--- src/rtl/counter_ctrl.sv ---
// Button front-end for the 5-bit counter: synchronise, debounce and edge-detect three buttons,
// generate the step tick and sequence run/pause/load/mode onto the counter control inputs.
module counter_ctrl #(
  parameter int unsigned DEBOUNCE_CYCLES = 50000,
  parameter int unsigned TICK_DIV        = 25000000
) (
  input  logic i_clk,
  input  logic i_reset,
  input  logic i_btn_set,
  input  logic i_btn_pause,
  input  logic i_btn_mode,
  output logic o_set,
  output logic o_pause,
  output logic o_count,
  output logic o_tick,
  output logic o_paused
);

  localparam int unsigned DbW   = $clog2(DEBOUNCE_CYCLES);
  localparam int unsigned TickW = $clog2(TICK_DIV);
  localparam logic [DbW-1:0]   DbMax   = DbW'(DEBOUNCE_CYCLES - 1);
  localparam logic [TickW-1:0] TickMax = TickW'(TICK_DIV - 1);

  localparam int unsigned BtnSet   = 0;
  localparam int unsigned BtnPause = 1;
  localparam int unsigned BtnMode  = 2;

  typedef enum logic [1:0] {StRun, StPaused, StLoad} state_e;

  logic [2:0]       btn_raw;
  logic [2:0]       sync1_q, sync2_q;
  logic [2:0]       stable_q, stable_d;
  logic [2:0]       prev_q;
  logic [2:0]       press;
  logic [DbW-1:0]   db_cnt_q [3];
  logic [DbW-1:0]   db_cnt_d [3];
  logic [TickW-1:0] presc_q, presc_d;
  logic             tick;
  state_e           state_q, state_d;
  state_e           ret_q, ret_d;
  logic             set_q, set_d;
  logic             pause_q, pause_d;
  logic             count_q, count_d;
  logic             tick_q, tick_d;
  logic             paused_q, paused_d;

  assign btn_raw = {i_btn_mode, i_btn_pause, i_btn_set};

  // A level is accepted only after DEBOUNCE_CYCLES consecutive differing samples.
  always_comb begin
    for (int i = 0; i < 3; i++) begin
      stable_d[i] = stable_q[i];
      db_cnt_d[i] = db_cnt_q[i];
      if (sync2_q[i] == stable_q[i]) begin
        db_cnt_d[i] = '0;
      end else if (db_cnt_q[i] == DbMax) begin
        stable_d[i] = sync2_q[i];
        db_cnt_d[i] = '0;
      end else begin
        db_cnt_d[i] = db_cnt_q[i] + DbW'(1);
      end
    end
  end

  assign press = stable_q & ~prev_q;

  assign tick    = (presc_q == TickMax);
  assign presc_d = tick ? '0 : presc_q + TickW'(1);

  always_comb begin
    state_d = state_q;
    ret_d   = ret_q;
    case (state_q)
      StRun, StPaused: begin
        // Set wins over a pause press landing in the same cycle.
        if (press[BtnSet]) begin
          state_d = StLoad;
          ret_d   = state_q;
        end else if (press[BtnPause]) begin
          state_d = (state_q == StRun) ? StPaused : StRun;
        end
      end
      StLoad:  state_d = ret_q;
      default: state_d = StRun;
    endcase
  end

  always_comb begin
    set_d    = 1'b0;
    pause_d  = 1'b1;
    paused_d = 1'b0;
    tick_d   = tick;
    count_d  = count_q ^ press[BtnMode];
    case (state_q)
      StRun:    pause_d = ~tick;
      StPaused: paused_d = 1'b1;
      StLoad: begin
        // The counter gives pause priority over set, so pause must drop for the load.
        set_d    = 1'b1;
        pause_d  = 1'b0;
        paused_d = (ret_q == StPaused);
      end
      default: ;
    endcase
  end

  always_ff @(posedge i_clk or negedge i_reset) begin
    if (!i_reset) begin
      sync1_q  <= '0;
      sync2_q  <= '0;
      stable_q <= '0;
      prev_q   <= '0;
      for (int i = 0; i < 3; i++) begin
        db_cnt_q[i] <= '0;
      end
      presc_q  <= '0;
      state_q  <= StRun;
      ret_q    <= StRun;
      set_q    <= 1'b0;
      pause_q  <= 1'b1;
      count_q  <= 1'b1;
      tick_q   <= 1'b0;
      paused_q <= 1'b0;
    end else begin
      sync1_q  <= btn_raw;
      sync2_q  <= sync1_q;
      stable_q <= stable_d;
      prev_q   <= stable_q;
      for (int i = 0; i < 3; i++) begin
        db_cnt_q[i] <= db_cnt_d[i];
      end
      presc_q  <= presc_d;
      state_q  <= state_d;
      ret_q    <= ret_d;
      set_q    <= set_d;
      pause_q  <= pause_d;
      count_q  <= count_d;
      tick_q   <= tick_d;
      paused_q <= paused_d;
    end
  end

  assign o_set    = set_q;
  assign o_pause  = pause_q;
  assign o_count  = count_q;
  assign o_tick   = tick_q;
  assign o_paused = paused_q;

endmodule
--- config.mk ---
export PLATFORM = sky130hd
export DESIGN_NAME = counter_ctrl
export DESIGN_NICKNAME = d
export VERILOG_FILES = /design/src/rtl/counter_ctrl.sv
export SDC_FILE = /design/constraint.sdc
export NUM_CORES = 1
export LEC_CHECK = 0
export BUFFER_PORTS_ARGS = -buffer_cell sky130_fd_sc_hd__clkbuf_2
export CORE_MARGIN = 2
export CORE_UTILIZATION = 34
export CTS_BUF_LIST = sky130_fd_sc_hd__clkbuf_4
export CTS_CLUSTER_SIZE = 40
export DETAILED_ROUTE_END_ITERATION = 7
export PLACE_DENSITY_LB_ADDON = 0.15
export REMOVE_ABC_BUFFERS = 1
export SLEW_MARGIN = 10
export SYNTH_ARGS = -nofsm -noshare
export SYNTH_HDL_FRONTEND = slang
export SYNTH_SLANG_ARGS = --single-unit
--- constraint.sdc ---
create_clock -name i_clk -period 4 [get_ports i_clk]
set_clock_uncertainty 0.1 [all_clocks]
set_input_delay 0.4 -clock i_clk [delete_from_list [all_inputs] [get_ports i_clk]]
set_output_delay 0.4 -clock i_clk [all_outputs]
set_load 0.01 [all_outputs]
# == After elaboration in Yosys (flattened, before gate mapping) ==
# Cells that the tools add are included.
# totals
register_bits,94
out_inout_bits,5
# classes
add_sub_neg,4
n_eq_ne,11
n_mux,14
bitwise_logic,7
reduce_logical,6
# ops
op,n
2-to-1 mux 16 bit,6
adder 16 x 1 -> 16 bit (second input constant),3
== test 16 bit (second input constant),3
adder 25 x 1 -> 25 bit (second input constant),1
== test 25 bit (second input constant),1
2-to-1 mux 25 bit,1
AND reduction 2 bit,4
== test 2 x 1 -> 1 bit (second input constant),2
2-to-1 mux 2 bit,2
NOT 1 bit,4
case mux 1 bit (2 select lines),2
case mux 2 bit (2 select lines),1
AND 3 bit,1
== test 1 bit,3
inequality test 3 bit (second input constant),1
NOT 3 bit,1
== test 2 bit (second input constant),1
logical NOT 2 bit,1
2-to-1 mux 1 bit,2
OR reduction 2 bit,1
XOR 1 bit,1

# == Logic depth before layout (Yosys ltp) ==
# Gate-level depths: netlist of the first run.
# depth
depth_word,5
mapped_depth,7
depth_no_buf,6

# == Least setup slack after synthesis of the first run ==
# OpenSTA, ideal clock, no wires.
# synth_timing
kind,flip-flop to flip-flop
start,register presc_q[0]
end,register presc_q[14]
setup_ns,0.077
t_arrival_ns,1.678
t_required_ns,3.823
path_slack_ns,2.144
stages_incl_launch_ff,6
period_less_slack_ns,1.856
cell_sequence,dfrtp_1 > ha_1 > nand2_1 > or3_4 > or4_1 > a21oi_1
# synth_between
elab_chain_cells,2
word_cells_on_any_way,3
cone_classes,add/sub: 1; eq/ne: 1; mux: 1
# synth_rtl
item,line,source
"start, declared",37,"logic [TickW-1:0] presc_q, presc_d;"
"start signal, assigned",132,presc_q <= presc_d;
adder 25 x 1 -> 25 bit or == test 25 bit (tied branches),"68, 67",
2-to-1 mux 25 bit (*),68,assign presc_d = tick ? '0 : presc_q + TickW'(1);
net presc_d[14],37,
# Mark *: on every way through the listed nets, which the timed path passes. The rest lies on a longest branch.
# A chain may end at the register's enable or synchronous reset.

# == Final worst setup path of the first run ==
# layout_timing
start,register presc_q[9]
end,register presc_q[6]
# layout_between
elab_chain_cells,2
# layout_rtl
item,line,source
== test 25 bit,67,assign tick = (presc_q == TickMax);
2-to-1 mux 25 bit,68,
net presc_d[6],37,
# The timed path passes the listed nets, and every way through them passes these cells.

==> results of run 1 <==
-- layout by cell type (no fill, tap or decap), types with 8 or more instances in the layout --
master and count:
a21oi_1 13, and3_1 8, clkbuf_2 8, clkbuf_4 10
dfrtp_1 92, ha_1 8, inv_1 11, nand2_1 23
nand3_1 27, nand4_1 21, nor2_1 55, nor4_1 10
o21ai_0 14, or3_1 9, xnor2_1 29, xor2_1 23
-- routing by layer --
layer / routed length [µm] / vias to the layer above / global-route usage
met2: 3805 / 33 / 0.2170
li1: - / 1486 / -
met4: 106 / 0 / 0.04392
met1: 3902 / 1489 / 0.1678
met5: 0 / - / 0
met3: 257 / 5 / 0.04686
-- registers in the layout, summed over array words and instances, names as in the netlist, 2 cells and up --
signal    count
stable_q      3
state_q       2
presc_q      25
sync2_q       3
prev_q        3
db_cnt_q     48
ret_q         2
sync1_q       3
-- cells in the mapped netlist --
cell	instances	share of area
or3_2	3	0.0052
and3_2	1	0.0017
mux2_2	5	0.013
buf_2	2	0.0023
nor2b_1	1	0.0014
dfstp_2	2	0.012
a21o_1	1	0.0017
nor3_1	6	0.0069
nand4b_1	1	0.0020
nor4_1	10	0.014
dfrtp_1	92	0.53
clkbuf_1	7	0.0060
o221a_2	1	0.0026
and3_1	8	0.012
mux2i_1	4	0.0092
or2_2	2	0.0029
o21a_1	1	0.0017
o31ai_1	3	0.0052
or3_4	1	0.0026
nor2_1	55	0.047
a31oi_1	2	0.0029
xnor2_1	29	0.058
or4_4	1	0.0026
o21ai_0	14	0.016
or4_1	3	0.0052
nand2_1	23	0.020
or3_1	9	0.013
nor4bb_1	6	0.014
and4_1	5	0.010
a31o_2	1	0.0020
nor4b_1	5	0.010
nand4_1	21	0.030
nand2b_1	2	0.0029
and2_1	2	0.0029
ha_1	8	0.023
nand3_4	1	0.0040
inv_1	11	0.0095
nand3_1	27	0.031
xor2_1	23	0.046
a21oi_1	13	0.015
a211oi_1	1	0.0017
-- metrics by stage --
step	util	hold WS, ns
finish	0.3806	0.2544
global route	0.3806	0.2560
CTS	0.3806	0.2601
detailed placement	0.3646	0.2347
global placement	0.3646	0.2344
floorplan	-	0.004409
-- critical path: stages (launching register included) --
cell     delay (ns)
dfrtp_1        0.48
nor4b_1        0.36
nand4_1        0.25
nor2_1         0.77
o21ai_0        0.24
-- layout make-up --
type / count / share of cell area
clock buffers: 10 / 0.01569
flip-flops and latches: 94 / 0.4923
multi-input cells: 299 / 0.4005
well taps: 172 / 0.04499
repair buffers: 14 / 0.01988
inverters: 11 / 0.008632
clock inverters: 6 / 0.01805
-- power breakdown --
| group | internal, mW | leakage, nW | switching (mW) |
|---|---|---|---|
| Combinational | 0.0124 | 0.651 | 0.0317 |
| Sequential | 0.961 | 1.27 | 0.00831 |
| Clock | 0.259 | 0.0864 | 0.323 |
-- worst max path at each step --
stage,end,cells after the start,startpoint,slack (ns)
global placement,presc_q[6],4,presc_q[9],1.77
global route,presc_q[6],4,presc_q[9],1.37
detailed placement,presc_q[6],4,presc_q[9],1.67
CTS,presc_q[6],4,presc_q[9],1.63
finish,presc_q[6],4,presc_q[9],1.67
floorplan,presc_q[14],5,presc_q[0],2.14
-- cells by family (layout without fill, tap and decap cells) --
family | count (synthesis) | count (layout) | synth area share
muxes | 9 | 9 | 0.02216
adders and majority gates | 8 | 8 | 0.02302
DFF | 94 | 94 | 0.5416
AOI/OAI and AO/OA | 37 | 37 | 0.04892
and+or+nand+nor | 193 | 193 | 0.2417
buffers and inverters | 20 | 41 | 0.01784
xor gates and xnor gates | 52 | 52 | 0.1047
-- timing repair --
item	CTS	global route
hold buffers	4	0
endpoints found under the hold margin	22	0
buffers inserted	0	0
==> reports/metrics.cfg, run 1 <==
[floorplan]
design.die.area_um2=13710
ios=10
chipWidth_um=117.1
die_h_um=117.1
fp.coreArea_um2=12570
rows=41
start_util=0.3459

[logic_synthesis]
ys_types=41
synth.avg_cell_area_um2=10.53
ys_warn_count=0
ys_ff_latch=94
syn_inst=413
syn_area_um2=4348
yosysSeqAreaShare=0.5416

[global_route]
grt_use_total=0.1337
grt_pass1_wl_um=14150
gr-total-overflow=0
grt_max_degree=78
antenna_found_initial=0
first_global_vias=3016

[clocking]
ctsRootBufferMaster=clkbuf_4
cts-resized-gates=0
cts_tree=built
h-tree-depth=3
clk_path_buf_depth=2
clk_pin_slew_ns=0.15
clock-sinks=94
clock_latency_ns=0.46
numCtsBuffers=9

[place]
port_buffers=9
dpl.hpwl_um=5298
preCtsSetupSlack_ns=1.668
gp_congestion=0.7623
dpl.cell_count=586
post_dp_cell_area_um2=4582

[final_layout]
final_layout_size_suffix_gt1_frac=0.1014
diodes=0
seq_area_um2=2355
multiInputGateArea_um2=1916
final_nets=442
n_fill_cell=1276
design_area_um2=4783
stdcell_count=606
syn_to_final_growth_pct=10.01

[detailed_routing]
wl_um=8071
drc=0
drt_iter0_drc=196
vias=3013
viasPerCell=4.972
ant_nets=0
wl_per_cell_um=13.32
first_pass_iters=4

[sta]
setup_slack_ns=1.666
setup_tns_ns=0
fin_crit_sh=0.5835
rsz0062_at_grt=no
worst_pin_slew_ns=0.9793
relSlewSlack=0.3411
finalCriticalPeriod_ns=2.334
fmax_mhz=428.4
hold_viol_final=0
setup_viol=0
drv_slew=0

[critical_path]
timing.rr.start=presc_q[9]
r2r_cells=4
crit_fanout=14
crit_type=flip-flop to flip-flop
rrSetupSlack_ns=1.67
worstPathArrival_ns=2.55
worstPathRequired_ns=4.22
r2r_end=presc_q[6]
critPathLaunchType=flip-flop
cp-end-kind=flip-flop

[min_path]
min_delay_path_depth=0
worstHoldStart=sync1_q[1]
hold_class=flip-flop to flip-flop
min_to=sync2_q[1]

[power]
p_total_mw=1.596
ir_drop_v=0.0001576
p_per_area_nw_per_um2=333.6
p_leak_nw=2.008

[status]
status=finished clean

[job]
drv_cap=0

Note: power is estimated with default switching activity, not from simulation.
==> run 2: changes to the inputs <==
clock period = 2.3 ns   (was 4 ns; I/O delays follow)
==> reports/metrics.cfg, run 2 (same netlist as run 1, synthesis figures left out) <==
[critical_path]
crit_fanout=6  ; -8
worst_path_max_delay_cell=or4_1
critPathLaunchType=flip-flop
crit_type=flip-flop to flip-flop
worstPathArrival_ns=2.31  ; -0.24 ns
cp_num_buf_inv=0  ; unchanged
worstPathRequired_ns=2.60  ; -1.62 ns
cp-end-kind=flip-flop
path_delay_family=simple AND/OR/NAND/NOR gates
slowest_delay_ns=0.47  ; -0.30 ns
crit_chain=ha_1 > nand2_1 > or3_4 > or4_1 > a21oi_1

[global_route]
grtUsageMet3=0.04737  ; +0.0005149
grt_util_met2=0.2042  ; -0.01272
first_global_vias=2968  ; -1.6%
grt_pass1_wl_um=14220  ; +0.49%
grt_max_degree=95  ; +22%
gr-total-overflow=0  ; unchanged
busiest_layer=met2
gr-usage-met1=0.1779  ; +0.01006
grt_use_total=0.1328  ; -0.0009003
antenna_found_initial=0  ; unchanged

[floorplan]
start_util=0.3459  ; unchanged
design.die.area_um2=13710  ; unchanged
chipWidth_um=117.1  ; unchanged
fp.coreArea_um2=12570  ; unchanged
rows=41  ; unchanged
die_h_um=117.1  ; unchanged
ios=10  ; unchanged

[status]
status=finished clean

[clocking]
clock_latency_ns=0.46  ; about the same
cts_tree=built
numCtsBuffers=9  ; unchanged
postCtsSetupBuffers=0  ; unchanged
h-tree-depth=3  ; unchanged
ctsRootBufferMaster=clkbuf_4
clk_pin_slew_ns=0.15  ; about the same
clock-sinks=94  ; unchanged
clk_path_buf_depth=2  ; unchanged

[final_layout]
mostFrequentLayoutCells=dfrtp_1, nor2_1, xnor2_1
reg_top3=db_cnt_q (48), presc_q (25)
design_area_um2=4830  ; +0.97%
n_fill_cell=1279  ; +0.24%
regMostFlops=db_cnt_q
final_common_cell=dfrtp_1
syn_to_final_growth_pct=11.08
diodes=0  ; unchanged
final_nets=445  ; +0.68%
largest_register_ffs=48  ; unchanged
final_layout_size_suffix_gt1_frac=0.1076  ; +0.006169

[sta]
hold_viol_final=0  ; unchanged
holdWs_ns=0.2248  ; -0.02957 ns
fmax_mhz=496.9  ; +16%
setup_viol=0  ; unchanged
finalCriticalPeriod_ns=2.013  ; -0.3215 ns
relSlewSlack=0.6595  ; +0.3184
rsz0062_at_grt=no
setup_slack_ns=0.2874  ; -1.378 ns
setup_tns_ns=0  ; unchanged
fin_crit_sh=0.8751  ; +0.2915
worst_pin_slew_ns=0.5107  ; -0.4685 ns
drv_slew=0  ; unchanged

[min_path]
hold_class=primary input to asynchronous set/reset pin

[place]
gp_congestion=0.8026  ; +5.3%
post_dp_cell_area_um2=4617  ; +0.76%
preCtsSetupSlack_ns=0.3008  ; -1.368 ns
port_buffers=9  ; unchanged
dpl.hpwl_um=5237  ; -1.2%

[detailed_routing]
vias=2982  ; -1.0%
drt_iter0_drc=140  ; -29%
wl_um=7969  ; -1.3%
drc=0  ; unchanged
viasPerCell=4.897  ; -1.5%
wl_per_cell_um=13.09  ; -1.8%
ant_nets=0  ; unchanged
first_pass_iters=4  ; unchanged

[power]
ir_drop_v=0.0004681  ; +200%
p_per_area_nw_per_um2=586.9  ; +76%
p_leak_nw=2.037  ; +1.4%

[job]
drv_cap=0  ; unchanged

## run 2: cell types whose count changed in the layout (fill, tap and decap cells not counted)
cell	previous run	this run
clkinv_2	2	1
clkinvlp_4	1	0
inv_8	0	2
clkbuf_4	10	9
inv_6	0	1
buf_12	0	1
buf_4	2	4
## run 2: what timing repair did
item                                   in CTS  in global routing
hold buffers                                4                  0
endpoints found under the hold margin      95                  0
resized for setup                           0                  0
## run 2: path summary, 6_finish.rpt
check	from	to	slack [ns]	depth (start not counted)
hold reg to reg	sync1_q[1]	sync2_q[1]	0.26	0
max in group asynchronous	i_reset	db_cnt_q[39]	1.47	3
setup reg to reg	presc_q[0]	presc_q[14]	0.29	5
min in group i_clk	sync1_q[1]	sync2_q[1]	0.26	0
hold / removal	i_reset	db_cnt_q[4]	0.22	3
setup / recovery	presc_q[0]	presc_q[14]	0.29	5
## run 2: where the power goes
group	total [mW]	internal, mW	switching (mW)
combinational	0.0786	0.0238	0.0547
sequential	1.69	1.67	0.0141
clock	1.07	0.460	0.610
total	2.83	2.16	0.679
## run 2: per-layer routing
metal | part of all wire | wire length [µm]
met1 | 0.51 | 4039
met2 | 0.44 | 3544
met3 | 0.034 | 271
met4 | 0.014 | 113
met5 | 0 | 0
## run 2: cell type report
| class | instances | area (µm²) | share of cell area |
|---|---|---|---|
| Inverter | 11 | 41.29 | 0.008549 |
| Timing Repair Buffer | 17 | 130.1 | 0.02694 |
| Clock buffer | 9 | 67.56 | 0.01399 |
| Sequential cell | 94 | 2355 | 0.4876 |
| Multi-Input combinational cell | 299 | 1916 | 0.3966 |
| Clock inverter | 7 | 105.1 | 0.02176 |
| Tap cell | 172 | 215.2 | 0.04456 |
## run 2: tightest hold or removal path: cells and delay by family
family | cells | cell delay [ns]
buffers and inverters | 3 | 1.00
## run 2: per-stage QoR
step                cells  power, mW    util
floorplan             404      1.742       -
global placement      589      1.795  0.3673
detailed placement    589      1.795  0.3673
CTS                   609      2.898  0.3843
global route          609      2.990  0.3843
finish                609      2.835  0.3843
==> run 3: changes to the inputs <==
RECOVER_POWER = 100   (was default)
==> reports/metrics.cfg, run 3 (same netlist as run 1, synthesis figures left out) <==
[floorplan]
start_util=0.3459  ; unchanged
design.die.area_um2=13710  ; unchanged
ios=10  ; unchanged
rows=41  ; unchanged
die_h_um=117.1  ; unchanged
chipWidth_um=117.1  ; unchanged
fp.coreArea_um2=12570  ; unchanged

[clocking]
clk_pin_slew_ns=0.16  ; about the same
clock-sinks=94  ; unchanged
cts_tree=built
clock_latency_ns=0.46  ; about the same
ctsRootBufferMaster=clkbuf_4
h-tree-depth=3  ; unchanged
clk_path_buf_depth=2  ; unchanged
postCtsSetupBuffers=0  ; unchanged
cts-resized-gates=0  ; unchanged
numCtsBuffers=9  ; unchanged

[global_route]
grt_max_degree=95  ; unchanged
antenna_found_initial=0  ; unchanged
grt_use_total=0.1328  ; unchanged
gr-total-overflow=0  ; unchanged
grt_pass1_wl_um=14220  ; unchanged
first_global_vias=2968  ; unchanged

[critical_path]
critPathLaunchType=flip-flop
r2r_cells=5  ; unchanged
crit_chain=ha_1 > nand2_1 > or3_1 > or4_1 > a21oi_1
worst_path_max_delay_cell=or4_1
worstPathArrival_ns=2.34  ; +0.03 ns
worstPathRequired_ns=2.60  ; about the same
cp-end-kind=flip-flop
crit_fanout=6  ; unchanged
crit_type=flip-flop to flip-flop
slowest_delay_ns=0.48  ; about the same

[final_layout]
stdcell_count=609  ; unchanged
mostFrequentLayoutCells=dfrtp_1, nor2_1, xnor2_1
syn_to_final_growth_pct=10.27
regMostFlops=db_cnt_q
final_layout_size_suffix_gt1_frac=0.08696  ; -0.02059
n_fill_cell=1283  ; +0.31%
final_nets=445  ; unchanged
reg_top3=db_cnt_q (48), presc_q (25)
largest_register_ffs=48  ; unchanged
final_common_cell=dfrtp_1
design_area_um2=4795  ; -0.73%
diodes=0  ; unchanged

[place]
gp_congestion=0.8026  ; unchanged
post_dp_cell_area_um2=4617  ; unchanged
port_buffers=9  ; unchanged
dpl.hpwl_um=5237  ; unchanged
dpl.cell_count=589  ; unchanged
preCtsSetupSlack_ns=0.3008  ; unchanged

[detailed_routing]
ant_nets=0  ; unchanged
vias=2961  ; -0.70%
viasPerCell=4.862  ; -0.70%
drt_iter0_drc=135  ; -3.6%
first_pass_iters=4  ; unchanged
wl_per_cell_um=13.06  ; -0.18%
drc=0  ; unchanged
wl_um=7955  ; -0.18%

[sta]
setup_viol=0  ; unchanged
setup_slack_ns=0.2555  ; -0.03191 ns
relSlewSlack=0.1521  ; -0.5074
hold_viol_final=0  ; unchanged
worst_pin_slew_ns=1.272  ; +0.7612 ns
fin_crit_sh=0.8889  ; +0.01387
fmax_mhz=489.1  ; -1.6%
finalCriticalPeriod_ns=2.045  ; +0.03191 ns
rsz0062_at_grt=no
setup_tns_ns=0  ; unchanged
drv_slew=0  ; unchanged

[power]
p_total_mw=2.832  ; -0.11%
p_per_area_nw_per_um2=590.6  ; +0.62%
ir_drop_v=0.0004683  ; about the same
p_leak_nw=2.006  ; -1.5%

[min_path]
min_delay_path_depth=0
hold_class=flip-flop to flip-flop

[status]
status=finished clean

[job]
drv_cap=0  ; unchanged

## run 3: cell types whose count changed in the layout (fill, tap and decap cells not counted), moves of 2 or more
cell,previous run,this run
buf_4,4,0
dfstp_2,2,0
clkbuf_2,8,6
clkbuf_1,0,5
clkbuf_4,9,11
dfstp_1,0,2
## run 3: critical path: cells and delay by family (launching register included)
| family | cells | cell delay [ns] |
|---|---|---|
| and+or+nand+nor | 3 | 1.03 |
| DFF | 1 | 0.45 |
| adders and majority gates | 1 | 0.25 |
| AOI/OAI and AO/OA | 1 | 0.15 |
## run 3: per-stage QoR
step / hold slack (ns) / util
floorplan: -0.1656 / -
CTS: 0.2341 / 0.3843
global route: 0.2386 / 0.3815
detailed placement: 0.2273 / 0.3673
finish: 0.2648 / 0.3815
global placement: 0.2256 / 0.3673
## run 3: final cells by class
cell class	instances	area (µm²)	share of cell area
flip-flops and latches	94	2355	0.4911
well taps	172	215.2	0.04489
inverters	11	41.29	0.008612
clock buffers	9	67.56	0.01409
multi-input cells	299	1907	0.3977
repair buffers	17	103.9	0.02166
clock inverters	7	105.1	0.02192
## run 3: power breakdown
group	internal [mW]	total (mW)	switching, mW
Sequential	1.67	1.69	0.0141
Clock	0.460	1.07	0.611
Combinational	0.0210	0.0751	0.0541
## run 3: timing repair
item	in CTS	in global routing
setup endpoints to repair	0	0
hold endpoints to repair	95	0
hold buffers	4	0
## run 3: path summary, 6_finish.rpt
check,slack (ns),start,endpoint
max,0.26,presc_q[0],presc_q[14]
min,0.26,sync1_q[1],sync2_q[1]
max reg2reg,0.26,presc_q[0],presc_q[14]
min reg2reg,0.26,sync1_q[1],sync2_q[1]
max in group asynchronous,0.70,i_reset,db_cnt_q[39]
min in group asynchronous,0.58,i_reset,db_cnt_q[4]
## run 3: per-layer routing
layer  up-vias  routed length (µm)  global-route usage
met1      1431                4051              0.1779
met5         -                   0                   0
met3         7                 247             0.04737
met4         0                  95             0.03843
met2        21                3561              0.2042
li1       1502                   -                   -
